## src/rtl/bp_pkg.sv

```systemverilog
// bp_pkg: shared widths, the queued update record and the PHT counter helper
package bp_pkg;
    localparam int BP_DBITS        = 32;
    localparam int BP_GHR_BITS     = 8;
    localparam int BP_CTR_BITS     = 2;
    localparam int BP_BTB_IDX_BITS = 4;
    localparam int BP_FIFO_DEPTH   = 4;
    localparam int BP_CNT_BITS     = 32;
    localparam int BP_TAG_BITS     = BP_DBITS - BP_BTB_IDX_BITS - 2;

    typedef struct packed {
        logic [BP_GHR_BITS-1:0]     pht_idx;
        logic [BP_CTR_BITS-1:0]     pht_ctr;
        logic                       btb_we;
        logic [BP_BTB_IDX_BITS-1:0] btb_idx;
        logic [BP_TAG_BITS-1:0]     btb_tag;
        logic [BP_DBITS-1:0]        btb_target;
    } bp_upd_t;

    function automatic logic [BP_CTR_BITS-1:0] sat_ctr(input logic [BP_CTR_BITS-1:0] c, input logic up);
        return up ? (&c ? c : c + BP_CTR_BITS'(1)) : (|c ? c - BP_CTR_BITS'(1) : c);
    endfunction
endpackage

```

## src/rtl/bp_update_unit_if.sv

```systemverilog
// bp_update_unit_if: AGEX record input, predictor update output and status bundle
interface bp_update_unit_if #(
    parameter int DBITS        = 32,
    parameter int GHR_BITS     = 8,
    parameter int CTR_BITS     = 2,
    parameter int BTB_IDX_BITS = 4,
    parameter int CNT_BITS     = 32
);
    logic                          in_valid;
    logic                          in_ready;
    logic [DBITS-1:0]              in_pc;
    logic                          in_is_branch;
    logic                          in_taken;
    logic [DBITS-1:0]              in_target;
    logic [GHR_BITS-1:0]           in_bhr;
    logic [CTR_BITS-1:0]           in_ctr;
    logic                          in_pred_taken;
    logic [DBITS-1:0]              in_pred_target;
    logic                          upd_valid;
    logic                          upd_ready;
    logic [GHR_BITS-1:0]           upd_pht_idx;
    logic [CTR_BITS-1:0]           upd_pht_ctr;
    logic                          upd_btb_we;
    logic [BTB_IDX_BITS-1:0]       upd_btb_idx;
    logic [DBITS-BTB_IDX_BITS-3:0] upd_btb_tag;
    logic [DBITS-1:0]              upd_btb_target;
    logic [GHR_BITS-1:0]           arch_bhr;
    logic                          recover_valid;
    logic [GHR_BITS-1:0]           recover_bhr;
    logic [DBITS-1:0]              recover_pc;
    logic [CNT_BITS-1:0]           br_count;
    logic [CNT_BITS-1:0]           mispred_count;

    modport master (
        output in_valid, in_pc, in_is_branch, in_taken, in_target, in_bhr, in_ctr,
               in_pred_taken, in_pred_target, upd_ready,
        input  in_ready, upd_valid, upd_pht_idx, upd_pht_ctr, upd_btb_we, upd_btb_idx,
               upd_btb_tag, upd_btb_target, arch_bhr, recover_valid, recover_bhr,
               recover_pc, br_count, mispred_count
    );
    modport slave (
        input  in_valid, in_pc, in_is_branch, in_taken, in_target, in_bhr, in_ctr,
               in_pred_taken, in_pred_target, upd_ready,
        output in_ready, upd_valid, upd_pht_idx, upd_pht_ctr, upd_btb_we, upd_btb_idx,
               upd_btb_tag, upd_btb_target, arch_bhr, recover_valid, recover_bhr,
               recover_pc, br_count, mispred_count
    );
endinterface

```

## src/rtl/bp_update_fifo.sv

```systemverilog
// bp_update_fifo: synchronous valid/ready queue of update records, no bypass
module bp_update_fifo #(
    parameter int  DEPTH = 4,
    parameter type rec_t = logic
) (
    input  logic clk,
    input  logic reset,
    input  logic push_i,
    input  rec_t din_i,
    input  logic pop_i,
    output rec_t dout_o,
    output logic full_o,
    output logic empty_o
);
    localparam int PW = $clog2(DEPTH);

    rec_t          mem_q [DEPTH];
    logic [PW-1:0] wr_q, wr_d, rd_q, rd_d;
    logic [PW:0]   cnt_q, cnt_d;
    logic          do_push, do_pop;

    assign full_o  = cnt_q == (PW+1)'(DEPTH);
    assign empty_o = cnt_q == '0;
    assign dout_o  = mem_q[rd_q];

    always_comb begin
        do_push = push_i && !full_o;
        do_pop  = pop_i && !empty_o;
        wr_d    = do_push ? wr_q + PW'(1) : wr_q;
        rd_d    = do_pop ? rd_q + PW'(1) : rd_q;
        cnt_d   = cnt_q + (PW+1)'(do_push) - (PW+1)'(do_pop);
    end

    always_ff @(posedge clk) begin
        if (reset) begin
            wr_q  <= '0;
            rd_q  <= '0;
            cnt_q <= '0;
        end else begin
            wr_q  <= wr_d;
            rd_q  <= rd_d;
            cnt_q <= cnt_d;
        end
    end

    always_ff @(posedge clk) begin
        if (do_push) mem_q[wr_q] <= din_i;
    end
endmodule

```

## src/rtl/bp_update_unit.sv

```systemverilog
// bp_update_unit: gshare training, history/recovery tracking and branch statistics
module bp_update_unit
    import bp_pkg::*;
#(
    parameter int DBITS        = BP_DBITS,
    parameter int GHR_BITS     = BP_GHR_BITS,
    parameter int CTR_BITS     = BP_CTR_BITS,
    parameter int BTB_IDX_BITS = BP_BTB_IDX_BITS,
    parameter int FIFO_DEPTH   = BP_FIFO_DEPTH,
    parameter int CNT_BITS     = BP_CNT_BITS
) (
    input logic clk,
    input logic reset,
    bp_update_unit_if.slave bus
);
    bp_upd_t             rec, head;
    logic                full, empty, br, mispred;
    logic [GHR_BITS-1:0] new_bhr;
    logic [GHR_BITS-1:0] arch_bhr_q, arch_bhr_d, rbhr_q, rbhr_d;
    logic [CNT_BITS-1:0] br_cnt_q, br_cnt_d, mis_cnt_q, mis_cnt_d;
    logic                rv_q, rv_d;
    logic [DBITS-1:0]    rpc_q, rpc_d;

    bp_update_fifo #(.DEPTH(FIFO_DEPTH), .rec_t(bp_upd_t)) u_fifo (
        .clk     (clk),
        .reset   (reset),
        .push_i  (br),
        .din_i   (rec),
        .pop_i   (bus.upd_ready),
        .dout_o  (head),
        .full_o  (full),
        .empty_o (empty)
    );

    assign bus.in_ready       = !full;
    assign bus.upd_valid      = !empty;
    assign bus.upd_pht_idx    = head.pht_idx;
    assign bus.upd_pht_ctr    = head.pht_ctr;
    assign bus.upd_btb_we     = head.btb_we;
    assign bus.upd_btb_idx    = head.btb_idx;
    assign bus.upd_btb_tag    = head.btb_tag;
    assign bus.upd_btb_target = head.btb_target;
    assign bus.arch_bhr       = arch_bhr_q;
    assign bus.recover_valid  = rv_q;
    assign bus.recover_bhr    = rbhr_q;
    assign bus.recover_pc     = rpc_q;
    assign bus.br_count       = br_cnt_q;
    assign bus.mispred_count  = mis_cnt_q;

    always_comb begin
        br             = bus.in_valid && !full && bus.in_is_branch;
        new_bhr        = {bus.in_bhr[GHR_BITS-2:0], bus.in_taken};
        mispred        = (bus.in_taken != bus.in_pred_taken) ||
                         (bus.in_taken && bus.in_target != bus.in_pred_target);
        rec.pht_idx    = bus.in_pc[GHR_BITS+1:2] ^ bus.in_bhr;
        rec.pht_ctr    = sat_ctr(bus.in_ctr, bus.in_taken);
        rec.btb_we     = bus.in_taken;
        rec.btb_idx    = bus.in_pc[BTB_IDX_BITS+1:2];
        rec.btb_tag    = bus.in_pc[DBITS-1:BTB_IDX_BITS+2];
        rec.btb_target = bus.in_target;
        arch_bhr_d     = br ? new_bhr : arch_bhr_q;
        br_cnt_d       = (br && !(&br_cnt_q)) ? br_cnt_q + CNT_BITS'(1) : br_cnt_q;
        mis_cnt_d      = (br && mispred && !(&mis_cnt_q)) ? mis_cnt_q + CNT_BITS'(1) : mis_cnt_q;
        rv_d           = br && mispred;
        rbhr_d         = rv_d ? new_bhr : rbhr_q;
        rpc_d          = rv_d ? (bus.in_taken ? bus.in_target : bus.in_pc + DBITS'(4)) : rpc_q;
    end

    always_ff @(posedge clk) begin
        if (reset) begin
            arch_bhr_q <= '0;
            br_cnt_q   <= '0;
            mis_cnt_q  <= '0;
            rv_q       <= 1'b0;
            rbhr_q     <= '0;
            rpc_q      <= '0;
        end else begin
            arch_bhr_q <= arch_bhr_d;
            br_cnt_q   <= br_cnt_d;
            mis_cnt_q  <= mis_cnt_d;
            rv_q       <= rv_d;
            rbhr_q     <= rbhr_d;
            rpc_q      <= rpc_d;
        end
    end
endmodule

```

## src/flat_wrapper.sv

```systemverilog
// flat-port wrapper written by rule: the top's interface ports become plain ports
module bp_update_unit_flat import bp_pkg::*;
#(
    parameter int DBITS        = BP_DBITS,
    parameter int GHR_BITS     = BP_GHR_BITS,
    parameter int CTR_BITS     = BP_CTR_BITS,
    parameter int BTB_IDX_BITS = BP_BTB_IDX_BITS,
    parameter int FIFO_DEPTH   = BP_FIFO_DEPTH,
    parameter int CNT_BITS     = BP_CNT_BITS
)
  (clk, reset, bus_in_valid, bus_in_pc, bus_in_is_branch, bus_in_taken, bus_in_target, bus_in_bhr, bus_in_ctr, bus_in_pred_taken, bus_in_pred_target, bus_upd_ready, bus_in_ready, bus_upd_valid, bus_upd_pht_idx, bus_upd_pht_ctr, bus_upd_btb_we, bus_upd_btb_idx, bus_upd_btb_tag, bus_upd_btb_target, bus_arch_bhr, bus_recover_valid, bus_recover_bhr, bus_recover_pc, bus_br_count, bus_mispred_count);
  bp_update_unit_if #(.DBITS(DBITS), .GHR_BITS(GHR_BITS), .CTR_BITS(CTR_BITS), .BTB_IDX_BITS(BTB_IDX_BITS), .CNT_BITS(CNT_BITS)) bus_i ();
  input logic clk;
  input logic reset;
  input wire logic [$bits(bus_i.in_valid)-1:0] bus_in_valid;
  input wire logic [$bits(bus_i.in_pc)-1:0] bus_in_pc;
  input wire logic [$bits(bus_i.in_is_branch)-1:0] bus_in_is_branch;
  input wire logic [$bits(bus_i.in_taken)-1:0] bus_in_taken;
  input wire logic [$bits(bus_i.in_target)-1:0] bus_in_target;
  input wire logic [$bits(bus_i.in_bhr)-1:0] bus_in_bhr;
  input wire logic [$bits(bus_i.in_ctr)-1:0] bus_in_ctr;
  input wire logic [$bits(bus_i.in_pred_taken)-1:0] bus_in_pred_taken;
  input wire logic [$bits(bus_i.in_pred_target)-1:0] bus_in_pred_target;
  input wire logic [$bits(bus_i.upd_ready)-1:0] bus_upd_ready;
  output wire logic [$bits(bus_i.in_ready)-1:0] bus_in_ready;
  output wire logic [$bits(bus_i.upd_valid)-1:0] bus_upd_valid;
  output wire logic [$bits(bus_i.upd_pht_idx)-1:0] bus_upd_pht_idx;
  output wire logic [$bits(bus_i.upd_pht_ctr)-1:0] bus_upd_pht_ctr;
  output wire logic [$bits(bus_i.upd_btb_we)-1:0] bus_upd_btb_we;
  output wire logic [$bits(bus_i.upd_btb_idx)-1:0] bus_upd_btb_idx;
  output wire logic [$bits(bus_i.upd_btb_tag)-1:0] bus_upd_btb_tag;
  output wire logic [$bits(bus_i.upd_btb_target)-1:0] bus_upd_btb_target;
  output wire logic [$bits(bus_i.arch_bhr)-1:0] bus_arch_bhr;
  output wire logic [$bits(bus_i.recover_valid)-1:0] bus_recover_valid;
  output wire logic [$bits(bus_i.recover_bhr)-1:0] bus_recover_bhr;
  output wire logic [$bits(bus_i.recover_pc)-1:0] bus_recover_pc;
  output wire logic [$bits(bus_i.br_count)-1:0] bus_br_count;
  output wire logic [$bits(bus_i.mispred_count)-1:0] bus_mispred_count;
  assign bus_i.in_valid = bus_in_valid;
  assign bus_i.in_pc = bus_in_pc;
  assign bus_i.in_is_branch = bus_in_is_branch;
  assign bus_i.in_taken = bus_in_taken;
  assign bus_i.in_target = bus_in_target;
  assign bus_i.in_bhr = bus_in_bhr;
  assign bus_i.in_ctr = bus_in_ctr;
  assign bus_i.in_pred_taken = bus_in_pred_taken;
  assign bus_i.in_pred_target = bus_in_pred_target;
  assign bus_i.upd_ready = bus_upd_ready;
  assign bus_in_ready = bus_i.in_ready;
  assign bus_upd_valid = bus_i.upd_valid;
  assign bus_upd_pht_idx = bus_i.upd_pht_idx;
  assign bus_upd_pht_ctr = bus_i.upd_pht_ctr;
  assign bus_upd_btb_we = bus_i.upd_btb_we;
  assign bus_upd_btb_idx = bus_i.upd_btb_idx;
  assign bus_upd_btb_tag = bus_i.upd_btb_tag;
  assign bus_upd_btb_target = bus_i.upd_btb_target;
  assign bus_arch_bhr = bus_i.arch_bhr;
  assign bus_recover_valid = bus_i.recover_valid;
  assign bus_recover_bhr = bus_i.recover_bhr;
  assign bus_recover_pc = bus_i.recover_pc;
  assign bus_br_count = bus_i.br_count;
  assign bus_mispred_count = bus_i.mispred_count;
  bp_update_unit #(.DBITS(DBITS), .GHR_BITS(GHR_BITS), .CTR_BITS(CTR_BITS), .BTB_IDX_BITS(BTB_IDX_BITS), .FIFO_DEPTH(FIFO_DEPTH), .CNT_BITS(CNT_BITS)) u_core (.clk(clk), .reset(reset), .bus(bus_i));
endmodule
```

## config.mk

```make
export PLATFORM = sky130hd
export DESIGN_NAME = bp_update_unit_flat
export DESIGN_NICKNAME = d
export VERILOG_FILES = /design/src/rtl/bp_pkg.sv /design/src/rtl/bp_update_unit_if.sv /design/src/rtl/bp_update_fifo.sv /design/src/rtl/bp_update_unit.sv /design/src/flat_wrapper.sv
export SDC_FILE = /design/constraint.sdc
export NUM_CORES = 1
export LEC_CHECK = 0
export ABC_AREA = 1
export ABC_CLOCK_PERIOD_IN_PS = 4100
export CORE_MARGIN = 3
export CORE_UTILIZATION = 49
export DETAILED_ROUTE_END_ITERATION = 8
export PLACE_DENSITY = 0.79
export SETUP_SLACK_MARGIN = 0.4
export SYNTH_ARGS = -nofsm -noshare
export SYNTH_HDL_FRONTEND = slang
export SYNTH_SLANG_ARGS = --single-unit
```

## constraint.sdc

```tcl
create_clock -name clk -period 4.1 [get_ports clk]
set_input_delay 0.615 -clock clk [delete_from_list [all_inputs] [get_ports clk]]
set_output_delay 0.615 -clock clk [all_outputs]
set_load 0.05 [all_outputs]
```

### After elaboration in Yosys (flattened, before gate mapping)

Memory sizes are Yosys's and may differ from the RTL's. A register that Yosys moved wholly into a read port is not among the register bits.
Index checks and enable logic that the tools add are counted.

| cells by class | value |
|---|---|
| add/subtract/negate cells | 9 |
| eq/ne operators | 3 |
| multiplexer cells | 8 |
| bitwise operators | 1 |
| reductions and logical operators | 18 |

Operators with widths:

| operator | number |
|---|---|
| $add 32x1->32 const B | 2 |
| $reduce_and 32->1 | 2 |
| $add 32x3->32 const B | 1 |
| $mux 32 | 1 |
| $ne 32x32->1 | 1 |
| $mux 2 | 5 |
| $logic_and 1x1->1 | 8 |
| $xor 8x8->8 | 1 |
| $add 2x1->2 const B | 3 |
| $logic_not 1->1 | 4 |
| $add 3x1->3 | 1 |
| $eq 3x3->1 const B | 1 |
| $logic_not 3->1 | 1 |
| $sub 3x1->3 | 1 |
| $mux 1 | 2 |
| $reduce_and 2->1 | 1 |
| $reduce_or 2->1 | 1 |
| $sub 2x1->2 const B | 1 |
| $logic_or 1x1->1 | 1 |
| $ne 1x1->1 | 1 |

| word-level totals | value |
|---|---|
| bits in registers | 120 |
| RAM bits | 292 |
| output and inout port bits | 188 |
| word-level logic and storage cells | 49 |
| memories kept | 1 |

Memories:

| name | depth | bits a word | read ports | clocked after memory_dff | write ports | line | text |
|---|---|---|---|---|---|---|---|
| u_core.u_fifo.mem_q | 4 | 73 | 1 | 1 | 1 | bp_update_fifo.sv:17 | `rec_t mem_q [DEPTH];` |

### Longest topological paths before layout

| depth | value |
|---|---|
| depth after elaboration | 7 |
| depth in mapped cells | 14 |
| gate-level depth less buffers | 14 |

### Cells and area by module

A second synthesis with hierarchy kept.

| unflattened totals | value |
|---|---|
| cell total of the unflattened synthesis | 2069 |
| area total of the unflattened synthesis | 18969.4 µm² |

By module, submodules not included:

| module | instances | cells an instance | area an instance (µm²) | seq. area each (µm²) |
|---|---|---|---|---|
| bp_update_fifo | 1 | 775 | 11320.9 | 8948.6 |
| bp_update_unit | 1 | 1294 | 7648.6 | 2262.2 |

### Worst setup path before layout

OpenSTA, ideal clock, no wires.

| timing path | value |
|---|---|
| path kind | register -> register |
| from | register u_core.u_fifo.cnt_q[1] |
| to | memory u_core.u_fifo.mem_q[0][0] (netlist bit), enable pin |
| arrival time | 4.319 ns |
| setup slack | -0.724 ns |
| stages on the path, launching flop included | 6 |
| buffers on the path | 1 |
| period minus slack after synthesis | 4.824 ns |
| path through | dfxtp_1 > nor2_1 > nand2_1 > nand3_2 > clkbuf_1 > nor2_1 |

| between the ends | value |
|---|---|
| cells in the longest elaborated chain, start to end | 7 |

Ends and longest elaborated chain:

| what | line | text |
|---|---|---|
| start, declared | bp_update_fifo.sv:19 | `logic [PW:0] cnt_q, cnt_d;` |
| start signal, assigned | bp_update_fifo.sv:42 | `cnt_q <= cnt_d;` |
| $eq 3x3->1 * | bp_update_fifo.sv:22 | `assign full_o = cnt_q == (PW+1)'(DEPTH);` |
| $logic_not 1->1 * | -- |  |
| named net bus_in_ready | flat_wrapper.sv:25 | `output wire logic [$bits(bus_i.in_ready)-1:0] bus_in_ready;` |
| $logic_and 1x1->1 (2 in a row) | bp_update_unit.sv:51 | `br = bus.in_valid && !full && bus.in_is_branch;` |
| $logic_and 1x1->1 * | bp_update_fifo.sv:27 | `do_push = push_i && !full_o;` |
| $mux 1 * | bp_update_fifo.sv:47 | `if (do_push) mem_q[wr_q] <= din_i;` |
| $mux 1 (implied by the code) * | bp_update_fifo.sv:47 |  |
| end, declared | bp_update_fifo.sv:17 |  |

Mark *: on every way through the listed nets, which the timed path passes. The rest lies on a longest branch.

==> flow_summary.ini <==
[synth]
proportion_of_register_bits_with_asynchronous_set_or_reset_after_synthesis_pct = 0
netlist_instances = 2056
synth_top_area_cell = edfxtp_1
syn_avg_cell_area_um2 = 9.18
synth_sequential_area_ratio_pct = 59.4
ys_seq_elements = 414
postSynthNetCount = 2179
ys_top_cells_by_area = edfxtp_1 (46%), dfxtp_1 (13%), nand2_1 (7.8%)
synth_area_um2 = 18900
synth_edf_count = 292
yosysWarnings = 0
yosysTopAreaCellShare_pct = 46.5
synth_cell_types = 43
synth_ff_type = edfxtp_1

[floorplan]
dieArea_um2 = 40900
num_io_pins = 301
die_y_um = 202
coreArea_um2 = 37800
floorplan.initialDensity_pct = 49.9
std_cell_rows = 71
die_width_um = 202

[sta]
finalHoldViolations = 0
slew_headroom_pct = 40.5
fin_worst_skew_ns = 0.0205
setup-violations-final = 0
max_freq_mhz = 276
layout_setup_ws_ns = 0.478
slew_viol_final = 0
finalCriticalPeriod_ns = 3.62
rsz_0062_raised_after_global_routing = false
timing_worst_slew_pin_value_ns = 0.892
final.hold.worst_slack_ns = 0.475
timing.final.crit_share_pct = 88.3

[cells_and_area]
stdcell_area_um2 = 23800
areaGrowthSynthToFinish_pct = 26.1
post-route-util_pct = 62.9
final_cell_mix = nand2_1 (391), nor2_1 (376), edfxtp_1 (292)
layout_commonest_cell = nand2_1
final-instance-count-excl-fill = 2878
post_route_cells_drive_above_1_share_pct = 5.92
finalNetCount = 2455

[detailed_routing]
drt_drc_violations_left = 0
vias_per_cell = 5.57
wire_per_inst_um = 19.6
routed-via-count = 16000
antenna_left = 0
first_drt_iteration_drcs = 1391
drtPass1Iterations = 7
routed_wirelength_um = 56300

[setup_path]
timing.critical_path.from_type = register
critPathCaptureType = output port
critPathSlowestCell = clkdlybuf4s50_1
critical-path-max-stage-delay_ns = 0.85
cp_top_family = buffers and inverters
setup.worst_path.class = reg -> out
timing.critical_path.required_ns = 3.48
critPathArrivalTime_ns = 3.01
worstPathMaxFanout = 126
timing.critical_path.buf_inv = 2
worstPathCellList = buf_12 -> o21ai_0 -> o22ai_1 -> clkdlybuf4s50_1

[global_routing]
grt_first_pass_wirelength_um = 86400
grt_start_max_net_pins = 127
grt_util_all_layers_pct = 27.0
globalRouteOverflowTotal = 0
grt_antenna_before_repair = 2
number_of_global_route_vias_before_repair = 15600

[place]
placed_cell_area_um2 = 22300
hpwlAfterDp_um = 37700
io_buffers = 300
place_congestion = 0.919
placed_cells_incl_taps = 2798
placement.setup.worst_slack_ns = 0.868

[job]
cap_violations = 0

[clock_tree]
cts_buffer_count = 43
cts.sink_count = 414
clk_pin_slew_ns = 0.06
clk_root_buffer_cell = clkbuf_16
cts.path.max_buffers = 3
clkLatencyLatePin_ns = 0.57
tritoncts_clock_tree = built
clock_tree.htree_level_count = 2

[power]
leakagePower_nw = 8.51
vdd_ir_drop_max_mv = 0.306
p_per_area_nw_per_um2 = 530

[run_status]
status = complete, no violations

[min_path]
worstHoldPathType = reg -> reg
==> state kept, by name (all words and copies together), names as in the netlist, named ones only <==
signal and count:
u_core.bus.arch_bhr 8, u_core.bus.br_count 32, u_core.bus.mispred_count 32, u_core.bus.recover_bhr 8, u_core.bus.recover_pc 32, u_core.bus.recover_valid 1, u_core.u_fifo.cnt_q 3, u_core.u_fifo.mem_q 292
u_core.u_fifo.rd_q 2, u_core.u_fifo.wr_q 2
==> cell type report <==
class | instances | area (µm²)
Sequential cell | 414 | 11200
Tap cell | 511 | 639
Fill cell | 3111 | 14000
Clock buffer | 55 | 1170
Antenna cell | 1 | 2.50
Inverter | 154 | 583
Timing Repair Buffer | 327 | 3250
Multi-Input combinational cell | 1392 | 6670
Clock inverter | 24 | 260
==> metal layers <==
layer  routed length, µm  track usage [%]  vias to the layer above
met5                  13                0                        -
met4                1810             9.33                        2
met3                5320             6.51                      105
met2               26900             44.9                      754
met1               22300             34.8                     7642
li1                    -                -                     7531
==> worst min-delay path, cell delays in order, from the launching register on <==
cell,delay (ns)
dfxtp_1,0.32
nand2_1,0.06
a21oi_1,0.05
==> timing repair <==
action	in CTS	in global routing
setup buffers	0	0
gates resized for setup	0	8
hold buffers	0	0
setup endpoints to repair	0	8
==> through the flow <==
| stage | power [mW] | setup TNS (ns) |
|---|---|---|
| after floorplan | 7.33 | -211.27 |
| after global placement | 8.67 | 0 |
| after detailed placement | 8.73 | 0 |
| after CTS | 12.7 | 0 |
| after global routing | 13.1 | 0 |
| final | 12.6 | 0 |
==> where the power goes <==
group / switching (mW) / internal [mW]
combinational: 2.69 / 1.11
clock: 1.61 / 2.35
sequential: 0.120 / 4.73
total: 4.43 / 8.19
==> synth_stat cells (5+ instances only) <==
cell type and n:
dfxtp_1 122, buf_6 7, nor3_1 26, or2_2 5
xor2_1 31, xnor2_1 22, a31oi_1 5, a21oi_1 71
nand3b_1 12, nand4_1 57, buf_2 18, o22ai_1 73
nor2_1 380, ha_1 9, edfxtp_1 292, clkbuf_1 68
nand3_1 60, o21ai_0 211, nor2_2 8, nand2_1 391
inv_1 147
==> kinds of logic (layout without fill, tap and decap cells) <==
logic type / Yosys count / in the layout / share of synthesized area (%)
AOI/OAI and AO/OA: 364 / 364 / 10.2
xor gates and xnor gates: 53 / 53 / 2.46
adders and majority gates: 10 / 10 / 0.703
buffers and inverters: 250 / 560 / 5.44
DFF: 414 / 414 / 59.4
muxes: 1 / 1 / 0.0530
other: 0 / 1 / 0
and+or+nand+nor: 964 / 964 / 21.7
==> path summary, 6_finish.rpt <==
kind                                                 from                         to  slack (ns)  depth (start not counted)
worst min-delay path            u_core.bus.recover_pc[27]  u_core.bus.recover_pc[27]        0.48                          2
worst max register to register     u_core.u_fifo.cnt_q[1]  u_core.bus.recover_pc[11]        1.57                          9
worst max-delay path                             register     bus_upd_btb_target[28]        0.48                          4
worst min register to register  u_core.bus.recover_pc[27]  u_core.bus.recover_pc[27]        0.48                          2
Note: power is estimated with default switching activity, not from simulation.
